[src/rtl/vga_pkg.sv]
// vga_pkg: VGA timing presets, colour constants and the pipeline sideband type
package vga_pkg;
   typedef struct packed {
      int   h_disp, h_front, h_sync, h_back;
      int   v_disp, v_front, v_sync, v_back;
      logic hs_pol, vs_pol;
   } timing_t;
   localparam timing_t T_1280X1024 = '{1280, 48, 112, 248, 1024, 1, 3, 38, 1'b1, 1'b1};
   localparam timing_t T_640X480 = '{640, 16, 96, 48, 480, 10, 2, 33, 1'b0, 1'b0};
   localparam int PKG_CW = 12;
   typedef logic [PKG_CW-1:0] rgb_t;
   localparam rgb_t BLACK = 12'h000;
   localparam rgb_t RED = 12'hF00;
   localparam rgb_t GREEN = 12'h0F0;
   localparam rgb_t BLUE = 12'h00F;
   localparam rgb_t YELLOW = 12'hFF0;
   localparam rgb_t MAGENTA = 12'hF0F;
   localparam rgb_t CYAN = 12'h0FF;
   localparam rgb_t WHITE = 12'hFFF;
   // {r,g,b} on/off per bar, bar 0 in the low slot: white,red,magenta,yellow,green,blue,cyan,black
   localparam logic [7:0][2:0] BAR_CODE = {3'b000, 3'b011, 3'b001, 3'b010, 3'b110, 3'b101, 3'b100, 3'b111};
   typedef struct packed {
      logic        fs, de, win, hs, vs;
      logic [10:0] x, y;
   } side_t;
endpackage

[src/rtl/vga_scan_engine_if.sv]
// vga_scan_engine_if: ROM port, background/test controls and VGA pin bundle of the scan engine
interface vga_scan_engine_if #(parameter int AW = 16, parameter int CW = 12);
   logic [AW-1:0] img_addr;
   logic [CW-1:0] img_data, bg_rgb, vga_rgb;
   logic          test_en, vga_hsync, vga_vsync, vga_de, frame_start;
   logic [10:0]   pix_x, pix_y;
   modport master (
      input  img_data, bg_rgb, test_en,
      output img_addr, vga_hsync, vga_vsync, vga_de, vga_rgb, pix_x, pix_y, frame_start
   );
   modport slave (
      output img_data, bg_rgb, test_en,
      input  img_addr, vga_hsync, vga_vsync, vga_de, vga_rgb, pix_x, pix_y, frame_start
   );
endinterface

[src/rtl/vga_delay_line.sv]
// vga_delay_line: W-bit, D-stage shift register with async active-low clear
module vga_delay_line #(parameter int W = 1, parameter int D = 1) (
   input  logic         clk_vga,
   input  logic         RST_N,
   input  logic [W-1:0] i_d,
   output logic [W-1:0] o_q
);
   logic [D-1:0][W-1:0] r_sr;
   always_ff @(posedge clk_vga or negedge RST_N)
      if (!RST_N) r_sr <= '0;
      else begin
         r_sr[0] <= i_d;
         for (int i = 1; i < D; i++) r_sr[i] <= r_sr[i-1];
      end
   assign o_q = r_sr[D-1];
endmodule

[src/rtl/vga_scan_engine.sv]
// vga_scan_engine: VGA raster timing with a ROM-backed image window, sidebands delay-matched to ROM latency
// Defining VGA_TESTBAR_EN adds an 8-bar colour test pattern selected by test_en.
module vga_scan_engine
   import vga_pkg::*;
#(
   parameter int H_DISP = T_1280X1024.h_disp,
   parameter int H_FRONT = T_1280X1024.h_front,
   parameter int H_SYNC = T_1280X1024.h_sync,
   parameter int H_BACK = T_1280X1024.h_back,
   parameter int V_DISP = T_1280X1024.v_disp,
   parameter int V_FRONT = T_1280X1024.v_front,
   parameter int V_SYNC = T_1280X1024.v_sync,
   parameter int V_BACK = T_1280X1024.v_back,
   parameter bit HS_POL = 1'b1,
   parameter bit VS_POL = 1'b1,
   parameter int IMG_X0 = 0,
   parameter int IMG_Y0 = 0,
   parameter int IMG_W = 256,
   parameter int IMG_H = 256,
   parameter int SCALE_LOG2 = 0,
   parameter int ROM_LAT = 2,
   parameter int AW = 16,
   parameter int CW = 12
) (
   input  logic              clk_vga,
   input  logic              RST_N,
   vga_scan_engine_if.master bus
);
   localparam int H_TOTAL = H_DISP + H_FRONT + H_SYNC + H_BACK;
   localparam int V_TOTAL = V_DISP + V_FRONT + V_SYNC + V_BACK;
   localparam int HS_BEG = H_DISP + H_FRONT;
   localparam int VS_BEG = V_DISP + V_FRONT;
   localparam int WIN_W = IMG_W << SCALE_LOG2;
   localparam int WIN_H = IMG_H << SCALE_LOG2;
   localparam int SUB = (1 << SCALE_LOG2) - 1;
   localparam int C = CW / 3;
   if (ROM_LAT < 1 || ROM_LAT > 4) begin : g_chk_lat
      $error("ROM_LAT must be 1..4");
   end
   if (SCALE_LOG2 < 0 || SCALE_LOG2 > 2) begin : g_chk_scale
      $error("SCALE_LOG2 must be 0..2");
   end
   if (CW % 3 != 0) begin : g_chk_cw
      $error("CW must be a multiple of 3");
   end
   if (longint'(IMG_W) * IMG_H > (longint'(1) << AW)) begin : g_chk_aw
      $error("IMG_W*IMG_H exceeds ROM address space");
   end
   if (H_TOTAL > 2048 || V_TOTAL > 2048) begin : g_chk_tot
      $error("raster totals exceed 11-bit counters");
   end
   logic [10:0]   r_hcnt, r_vcnt;
   logic [AW-1:0] r_col, r_row, r_addr;
   logic [1:0]    r_xs, r_ys;
   int            w_h, w_v;
   logic          w_eol, w_eof, w_active, w_win_row, w_win;
   side_t         w_s0, w_sd;
   logic [CW-1:0] w_pix;
   always_comb begin
      w_h = int'(r_hcnt);
      w_v = int'(r_vcnt);
      w_eol = w_h == H_TOTAL - 1;
      w_eof = w_eol && w_v == V_TOTAL - 1;
      w_active = w_h < H_DISP && w_v < V_DISP;
      w_win_row = w_v < V_DISP && w_v >= IMG_Y0 && w_v < IMG_Y0 + WIN_H;
      w_win = w_active && w_win_row && w_h >= IMG_X0 && w_h < IMG_X0 + WIN_W;
      w_s0.fs = w_active && w_h == 0 && w_v == 0;
      w_s0.de = w_active;
      w_s0.win = w_win;
      w_s0.hs = w_h >= HS_BEG && w_h < HS_BEG + H_SYNC;
      w_s0.vs = w_v >= VS_BEG && w_v < VS_BEG + V_SYNC;
      w_s0.x = w_active ? r_hcnt : '0;
      w_s0.y = w_active ? r_vcnt : '0;
   end
   always_ff @(posedge clk_vga or negedge RST_N)
      if (!RST_N) begin
         r_hcnt <= '0;
         r_vcnt <= '0;
      end else begin
         r_hcnt <= w_eol ? '0 : r_hcnt + 11'd1;
         if (w_eol) r_vcnt <= w_eof ? '0 : r_vcnt + 11'd1;
      end
   // Address = row base + column; both stepped once per 2^S window pixels/lines, so no multiplier.
   always_ff @(posedge clk_vga or negedge RST_N)
      if (!RST_N) begin
         r_col <= '0;
         r_row <= '0;
         r_addr <= '0;
         r_xs <= '0;
         r_ys <= '0;
      end else begin
         if (w_win) begin
            r_addr <= r_row + r_col;
            r_xs <= r_xs == 2'(SUB) ? '0 : r_xs + 2'd1;
            if (r_xs == 2'(SUB)) r_col <= r_col + AW'(1);
         end
         if (w_eol) begin
            r_col <= '0;
            r_xs <= '0;
         end
         if (w_eof) begin
            r_row <= '0;
            r_ys <= '0;
         end else if (w_eol && w_win_row) begin
            r_ys <= r_ys == 2'(SUB) ? '0 : r_ys + 2'd1;
            if (r_ys == 2'(SUB)) r_row <= r_row + AW'(IMG_W);
         end
      end
   vga_delay_line #(.W($bits(side_t)), .D(ROM_LAT + 1)) u_dly (
      .clk_vga(clk_vga),
      .RST_N(RST_N),
      .i_d(w_s0),
      .o_q(w_sd)
   );
`ifdef VGA_TESTBAR_EN
   int         w_bi;
   logic [2:0] w_code;
   logic [CW-1:0] w_bar;
   always_comb begin
      w_bi = int'(w_sd.x) / (H_DISP / 8);
      w_code = BAR_CODE[3'(w_bi > 7 ? 7 : w_bi)];
      w_bar = {{C{w_code[2]}}, {C{w_code[1]}}, {C{w_code[0]}}};
      w_pix = bus.test_en ? w_bar : w_sd.win ? bus.img_data : bus.bg_rgb;
   end
`else
   logic w_unused_test;
   assign w_unused_test = bus.test_en;
   assign w_pix = w_sd.win ? bus.img_data : bus.bg_rgb;
`endif
   assign bus.img_addr = r_addr;
   assign bus.vga_de = w_sd.de;
   assign bus.vga_hsync = HS_POL ? w_sd.hs : !w_sd.hs;
   assign bus.vga_vsync = VS_POL ? w_sd.vs : !w_sd.vs;
   assign bus.vga_rgb = w_sd.de ? w_pix : '0;
   assign bus.pix_x = w_sd.x;
   assign bus.pix_y = w_sd.y;
   assign bus.frame_start = w_sd.fs;
endmodule

[src/flat_wrapper.sv]
// flat-port wrapper written by rule: the top's interface ports become plain ports
module vga_scan_engine_flat import vga_pkg::*;
#(
   parameter int H_DISP = T_1280X1024.h_disp,
   parameter int H_FRONT = T_1280X1024.h_front,
   parameter int H_SYNC = T_1280X1024.h_sync,
   parameter int H_BACK = T_1280X1024.h_back,
   parameter int V_DISP = T_1280X1024.v_disp,
   parameter int V_FRONT = T_1280X1024.v_front,
   parameter int V_SYNC = T_1280X1024.v_sync,
   parameter int V_BACK = T_1280X1024.v_back,
   parameter bit HS_POL = 1'b1,
   parameter bit VS_POL = 1'b1,
   parameter int IMG_X0 = 0,
   parameter int IMG_Y0 = 0,
   parameter int IMG_W = 256,
   parameter int IMG_H = 256,
   parameter int SCALE_LOG2 = 0,
   parameter int ROM_LAT = 2,
   parameter int AW = 16,
   parameter int CW = 12
)
  (clk_vga, RST_N, bus_img_data, bus_bg_rgb, bus_test_en, bus_img_addr, bus_vga_hsync, bus_vga_vsync, bus_vga_de, bus_vga_rgb, bus_pix_x, bus_pix_y, bus_frame_start);
  vga_scan_engine_if #(.AW(AW), .CW(CW)) bus_i ();
  input  logic clk_vga;
  input  logic RST_N;
  input wire logic [$bits(bus_i.img_data)-1:0] bus_img_data;
  input wire logic [$bits(bus_i.bg_rgb)-1:0] bus_bg_rgb;
  input wire logic [$bits(bus_i.test_en)-1:0] bus_test_en;
  output wire logic [$bits(bus_i.img_addr)-1:0] bus_img_addr;
  output wire logic [$bits(bus_i.vga_hsync)-1:0] bus_vga_hsync;
  output wire logic [$bits(bus_i.vga_vsync)-1:0] bus_vga_vsync;
  output wire logic [$bits(bus_i.vga_de)-1:0] bus_vga_de;
  output wire logic [$bits(bus_i.vga_rgb)-1:0] bus_vga_rgb;
  output wire logic [$bits(bus_i.pix_x)-1:0] bus_pix_x;
  output wire logic [$bits(bus_i.pix_y)-1:0] bus_pix_y;
  output wire logic [$bits(bus_i.frame_start)-1:0] bus_frame_start;
  assign bus_i.img_data = bus_img_data;
  assign bus_i.bg_rgb = bus_bg_rgb;
  assign bus_i.test_en = bus_test_en;
  assign bus_img_addr = bus_i.img_addr;
  assign bus_vga_hsync = bus_i.vga_hsync;
  assign bus_vga_vsync = bus_i.vga_vsync;
  assign bus_vga_de = bus_i.vga_de;
  assign bus_vga_rgb = bus_i.vga_rgb;
  assign bus_pix_x = bus_i.pix_x;
  assign bus_pix_y = bus_i.pix_y;
  assign bus_frame_start = bus_i.frame_start;
  vga_scan_engine #(.H_DISP(H_DISP), .H_FRONT(H_FRONT), .H_SYNC(H_SYNC), .H_BACK(H_BACK), .V_DISP(V_DISP), .V_FRONT(V_FRONT), .V_SYNC(V_SYNC), .V_BACK(V_BACK), .HS_POL(HS_POL), .VS_POL(VS_POL), .IMG_X0(IMG_X0), .IMG_Y0(IMG_Y0), .IMG_W(IMG_W), .IMG_H(IMG_H), .SCALE_LOG2(SCALE_LOG2), .ROM_LAT(ROM_LAT), .AW(AW), .CW(CW)) u_core (.clk_vga(clk_vga), .RST_N(RST_N), .bus(bus_i));
endmodule
[config.mk]
export PLATFORM = sky130hd
export DESIGN_NAME = vga_scan_engine_flat
export DESIGN_NICKNAME = d
export VERILOG_FILES = /design/src/rtl/vga_pkg.sv /design/src/rtl/vga_scan_engine_if.sv /design/src/rtl/vga_delay_line.sv /design/src/rtl/vga_scan_engine.sv /design/src/flat_wrapper.sv
export SDC_FILE = /design/constraint.sdc
export NUM_CORES = 1
export LEC_CHECK = 0
export ABC_AREA = 1
export CAP_MARGIN = 10
export CORE_ASPECT_RATIO = 1.5
export CORE_MARGIN = 3
export CORE_UTILIZATION = 45
export CTS_CLUSTER_SIZE = 20
export DETAILED_ROUTE_END_ITERATION = 16
export HOLD_SLACK_MARGIN = 0.02
export PLACE_DENSITY_LB_ADDON = 0.12
export SYNTH_ARGS = -nofsm -noshare
export SYNTH_HDL_FRONTEND = slang
export SYNTH_SLANG_ARGS = --single-unit
export TNS_END_PERCENT = 10
[constraint.sdc]
create_clock -name clk_vga -period 1.7 [get_ports clk_vga]
set_input_delay 0.255 -clock clk_vga [delete_from_list [all_inputs] [get_ports clk_vga]]
set_output_delay 0.255 -clock clk_vga [all_outputs]
set_load 0.005 [all_outputs]
Word level (Yosys, flattened, before mapping). Index checks and enable logic that the tools add are counted.

Eq/ne operators: 2. Multiplexer cells: 18. Add/sub/neg operators: 7. Reductions and logical operators: 20. Order comparisons: 8.

Operator list (number): $mux W16 (6); $lt A11 B11 Y1 const B (4); $mux W11 (4); $mux W12 (2); $add A11 B1 Y11 const B (2); $ge A11 B11 Y1 const B (2); $logic_not A11 Y1 (2); $lt A11 B9 Y1 const B (2); $add A16 B1 Y16 const B (1); $add A16 B16 Y16 (1); $add A16 B9 Y16 const B (1); $mux W2 (6); $eq A11 B10 Y1 const B (1); $eq A11 B11 Y1 const B (1); $logic_and A1 B1 Y1 (10); $reduce_bool A2 Y1 (4); $add A2 B1 Y2 const B (2); $logic_not A2 Y1 (2); $reduce_and A2 Y1 (2).

Flip-flop bits (word level): 155. Output and inout port bits: 54. Word-level logic and storage cells: 65. Input bits: 27.

Logic depth before layout (Yosys ltp). Gate-level depths: netlist (run 1).

Depth after elaboration: 6. Mapped depth: 11. Depth with buffers taken out: 11.

Cells and area by module. Synthesis (run 1) repeated with hierarchy kept, for this count alone.

Cells, all modules: 719. Area total of the unflattened synthesis: 6616.3 µm².

By module, submodules not included: vga_scan_engine (area each 4386.7 µm², sequential area each 1651.6 µm², cells each 611, instances 1); vga_delay_line (area each 2229.6 µm², sequential area each 2026.9 µm², cells each 108, instances 1).

Worst setup path before layout (run 1). OpenSTA, ideal clock, no wires.

Path kind: register to register. From: register u_core.r_vcnt[1]. To: register u_core.r_row[10]. Period minus slack after synthesis: 1.501 ns. Data required time: 1.583 ns. Library setup time: 0.117 ns. Stages on the path, launching flop included: 10. Arrival time: 1.384 ns. Buffers on the path: 0. Slack: 0.199 ns. Cell sequence: dfrtp_1 inv_1 ha_1 inv_1 nor2_1 nand3_1 a21oi_4 nand2_4 nand2_1 nand2_1.

Longest elaborated chain between the ends: 5. Elaborated cells on any way between the ends: 10. Classes of those cells: order compare: 2; eq/ne: 1; mux: 1; reduce/logical: 6.

RTL lines: from (decl) (RTL line vga_scan_engine.sv:52) `logic [10:0] r_hcnt, r_vcnt;`; from (signal assigned) (RTL line vga_scan_engine.sv:81) `if (w_eol) r_vcnt <= w_eof ? '0 : r_vcnt + 11'd1;`; $lt A11 B11 Y1 or $lt A11 B9 Y1 (tied branches) (RTL line vga_scan_engine.sv:65) `w_win_row = w_v < V_DISP && w_v >= IMG_Y0 && w_v < IMG_Y0 + WIN_H;`; $logic_and A1 B1 Y1 (RTL line vga_scan_engine.sv:65); $logic_and A1 B1 Y1 (RTL line vga_scan_engine.sv:104) `end else if (w_eol && w_win_row) begin`; $reduce_bool A2 Y1 (no line); $reduce_and A2 Y1 (no line); to (signal assigned) (RTL line vga_scan_engine.sv:106) `if (r_ys == 2'(SUB)) r_row <= r_row + AW'(IMG_W);`; to (decl) (RTL line vga_scan_engine.sv:53) `logic [AW-1:0] r_col, r_row, r_addr;`.

Parallel ways exist; a longest one is shown, timed or not. A chain may end at the register's enable or synchronous reset.

Worst setup path in the final report (run 1).
From: register u_core.u_dly.r_sr, in the netlist u_core.u_dly.o_q[24]. To: output bus_vga_rgb[8].

Longest elaborated chain between the ends: 2.

RTL lines: from (decl) (RTL line vga_delay_line.sv:8) `logic [D-1:0][W-1:0] r_sr;`; $mux W12 (RTL line vga_scan_engine.sv:128) `assign w_pix = w_sd.win ? bus.img_data : bus.bg_rgb;`; $mux W12 (RTL line vga_scan_engine.sv:134) `assign bus.vga_rgb = w_sd.de ? w_pix : '0;`; to (decl) (RTL line flat_wrapper.sv:34) `output wire logic [$bits(bus_i.vga_rgb)-1:0] bus_vga_rgb;`.

Every way passes these cells.

==> flow_summary.yaml, run 1 <==
grt:
  gr-total-overflow: 0
  antenna_found_initial: 0
  grt_pass1_wl_um: 23800
  track_usage_pct: 18.4
  grt_pass1_vias: 5069
  grt_max_degree: 49
clock_network:
  cts.sinks: 147
  clkLatencyLatePin_ns: 0.42
  cts_max_path_buffers: 2
  cts_tree: "built"
  htreeDepth: 4
  cts_root_buf: "clkbuf_16"
  cts.clk_slew.worst_paths_ns: 0.07
  cts_buffers: 17
routing:
  drt_first_pass_iters: 4
  viasPerCell: 4.95
  antenna_left: 0
  remaining_drc_errors: 0
  wl_per_cell_um: 14.1
  first_iter_violations: 171
  wl_um: 14200
  dr_total_vias: 4985
synth:
  syn_area_per_cell_um2: 9.38
  synth_seq_area_share_pct: 56.1
  synthArstFlopShare_pct: 100
  synth_edf_count: 0
  synth_area_um2: 6560
  ys_top_cells_by_area: "dfrtp_1 56%, nand2_1 7.8%, nor2_1 5.2%"
  synth-warning-count: 0
  syn_nets: 744
  synthCells: 699
  ys_types: 43
  ys.flop_type: "dfrtp_1"
  synth_top_area_share_pct: 56.1
  synth-seq-cells: 147
  yosysTopAreaCell: "dfrtp_1"
setup_path:
  r2r_end: "u_core.r_vcnt[8]"
  crit_required_ns: 1.44
  arrival_ns: 1.51
  slowest_stage: "dfrtp_2"
  path_class: "reg2out"
  reg2reg_depth: 9
  worst-path-max-fanout: 4
  cpPeakStageDelay_ns: 0.47
  timing.rr.start: "u_core.r_hcnt[1]"
  crit_chain: "clkinvlp_4, buf_6, nor2_4, nor2_2, buf_2"
  cp-start-kind: "register"
  regToRegSetupSlack_ns: 0.11
  cp-end-kind: "output port"
final_layout:
  final_util_pct: 59.6
  areaGrowthSynthToFinish_pct: 28.4
  drive_gt1_share_pct: 18.3
  nets: 848
  diodes: 0
  fin_area_um2: 8420
timing:
  finClkSkew_ns: 0.00812
  fin_ws_ns: -0.0625
  setup_violations: 6
  hold_viol_final: 0
  final.period_utilization_pct: 104
  final_max_slew_viol_count: 0
  period_needed_ns: 1.76
  timing.fmax_ghz: 0.567
  rsz0062_at_grt: "true"
power:
  comb_power_share_pct: 2.5
  total_power_mw: 7.59
  power-per-cell-area_nw_per_um2: 901
  p_leak_nw: 4.09
  internal_power_mw: 5.88
  p_clk_share_pct: 51.3
  ir_drop_mv: 0.670
  p_sw_share_pct: 22.6
  p_seq_share_pct: 46.2
  p_switching_mw: 1.71
die:
  die_height_um: 154
  pin_count: 81
  die-area_um2: 16100
  core_region_area_um2: 14100
  fp.dieW_um: 105
  start_util_pct: 46.4
  row_count: 53
min_path:
  hold_path_class: "in2async"
status:
  status: "finished, violations left"
  violations: "setup timing"
placement:
  gp_congestion: 0.890
  hpwlAfterDp_um: 10000
  numPortBuffers: 79
  dpl_worst_slack_ns: -0.0191
  placed_area_um2: 7580
flow_run:
  cap_violations: 0
[per-layer routing]
metal	track usage, %	share of wire [%]	vias up
li1	-	-	2448
met1	20.5	40	2388
met2	33.2	53	112
met3	4.45	3.9	37
met4	8.11	3.5	0
met5	0	0	-
[cells by family (layout without fill, tap and decap cells)]
family / Yosys count / count (layout) / share of synthesized area, %
flops: 147 / 147 / 56.1
simple gates: 329 / 329 / 23.2
buf+inv: 115 / 232 / 8.59
compound gates: 73 / 73 / 6.47
other cells: 1 / 1 / 0.0572
xor+xnor: 16 / 16 / 2.14
fa+ha+maj: 18 / 18 / 3.44
[cell usage in the layout, fill, tap and decap left out, types with 13 or more instances in the layout]
cell             count
nand2_1            136
clkdlybuf4s50_1     65
o21ai_0             25
nand4_1             30
dfrtp_1            145
inv_1               68
ha_1                17
a21oi_1             13
nor2_1              73
xor2_1              13
clkbuf_16           17
nand3_1             41
buf_4               27
[worst max-delay path: cells and delay by family, from the launching register on]
kind / cells / cell delay, ns
buffers and inverters: 3 / 0.44
DFF: 1 / 0.47
and+or+nand+nor: 2 / 0.18
[stage by stage]
step / std cells / TNS (ns) / hold WS, ns
after floorplan: 699 / 0 / -0.0406
after global placement: 962 / -0.00935 / 0.223
after detailed placement: 962 / -0.0392 / 0.225
after CTS: 1008 / -0.394 / 0.343
after global routing: 1008 / -1.04 / 0.349
final: 1008 / -0.196 / 0.335
[registers in the layout, summed over array words and instances (netlist names)]
name                 flops
u_core.u_dly.r_sr       54
u_core.u_dly.o_q        27
u_core.bus.img_addr     16
u_core.r_col            16
u_core.r_hcnt           11
u_core.r_vcnt           11
u_core.r_row             8
u_core.r_xs              2
u_core.r_ys              2
[cell usage after synthesis (5+ instances only)]
master and instances:
buf_4 23, o21ai_1 6, o21ai_0 37, nand2_1 137
nand2_2 5, xor2_1 13, a21oi_1 13, nor2_1 91
ha_1 18, nand3_1 41, inv_1 70, o21ai_2 5
nand4_1 30, dfrtp_1 147, nor3_1 10, inv_2 8
[what timing repair did]
action                                  CTS  global route
endpoints found under the setup margin   13            31
hold buffers                              1             0
cloned                                    2             0
setup buffers                            11             0
endpoints found under the hold margin    44             0
gates resized for setup                  71            37
pin swaps                                11            10
[power groups by stage]
stage / logic [mW] / clock network [mW] / registers [mW]
after global routing: 0.216 / 4.12 / 3.50
after global placement: 0.190 / 0 / 3.57
after detailed placement: 0.194 / 0 / 3.57
after CTS: 0.189 / 3.99 / 3.50
final: 0.193 / 3.89 / 3.50
after floorplan: 0.0184 / 0 / 3.57
[final cells by class]
cell class	count	area, um^2
fill	1208	5710
sequential	147	3680
multi-input combinational	437	2440
timing repair buffer	120	1130
clock buffer	18	439
inverter	79	300
tap	192	240
clock inverter	14	184
timing repair inverter	1	7.51
[how the worst max path moves through the flow]
stage	start	end	slack [ns]	depth (start not counted)
2_1_floorplan	u_core.r_vcnt[1]	u_core.r_row[10]	0.20	9
3_3_place_gp	bus_bg_rgb[8]	bus_vga_rgb[8]	-0.009	4
3_5_place_dp	bus_bg_rgb[8]	bus_vga_rgb[8]	-0.02	4
4_1_cts	u_core.u_dly.o_q[24]	bus_vga_rgb[9]	-0.07	5
5_1_grt	u_core.u_dly.o_q[24]	bus_vga_rgb[5]	-0.13	5
6_report	u_core.u_dly.o_q[24]	bus_vga_rgb[8]	-0.06	5
Power figures use the tool's default switching activity.
==> run 2, diff against run 1 <==
- CAP_MARGIN: 10 -> 40
==> results of run 2 <==
Same layout as run 1: the final DEF is identical, and so are final timing and power.
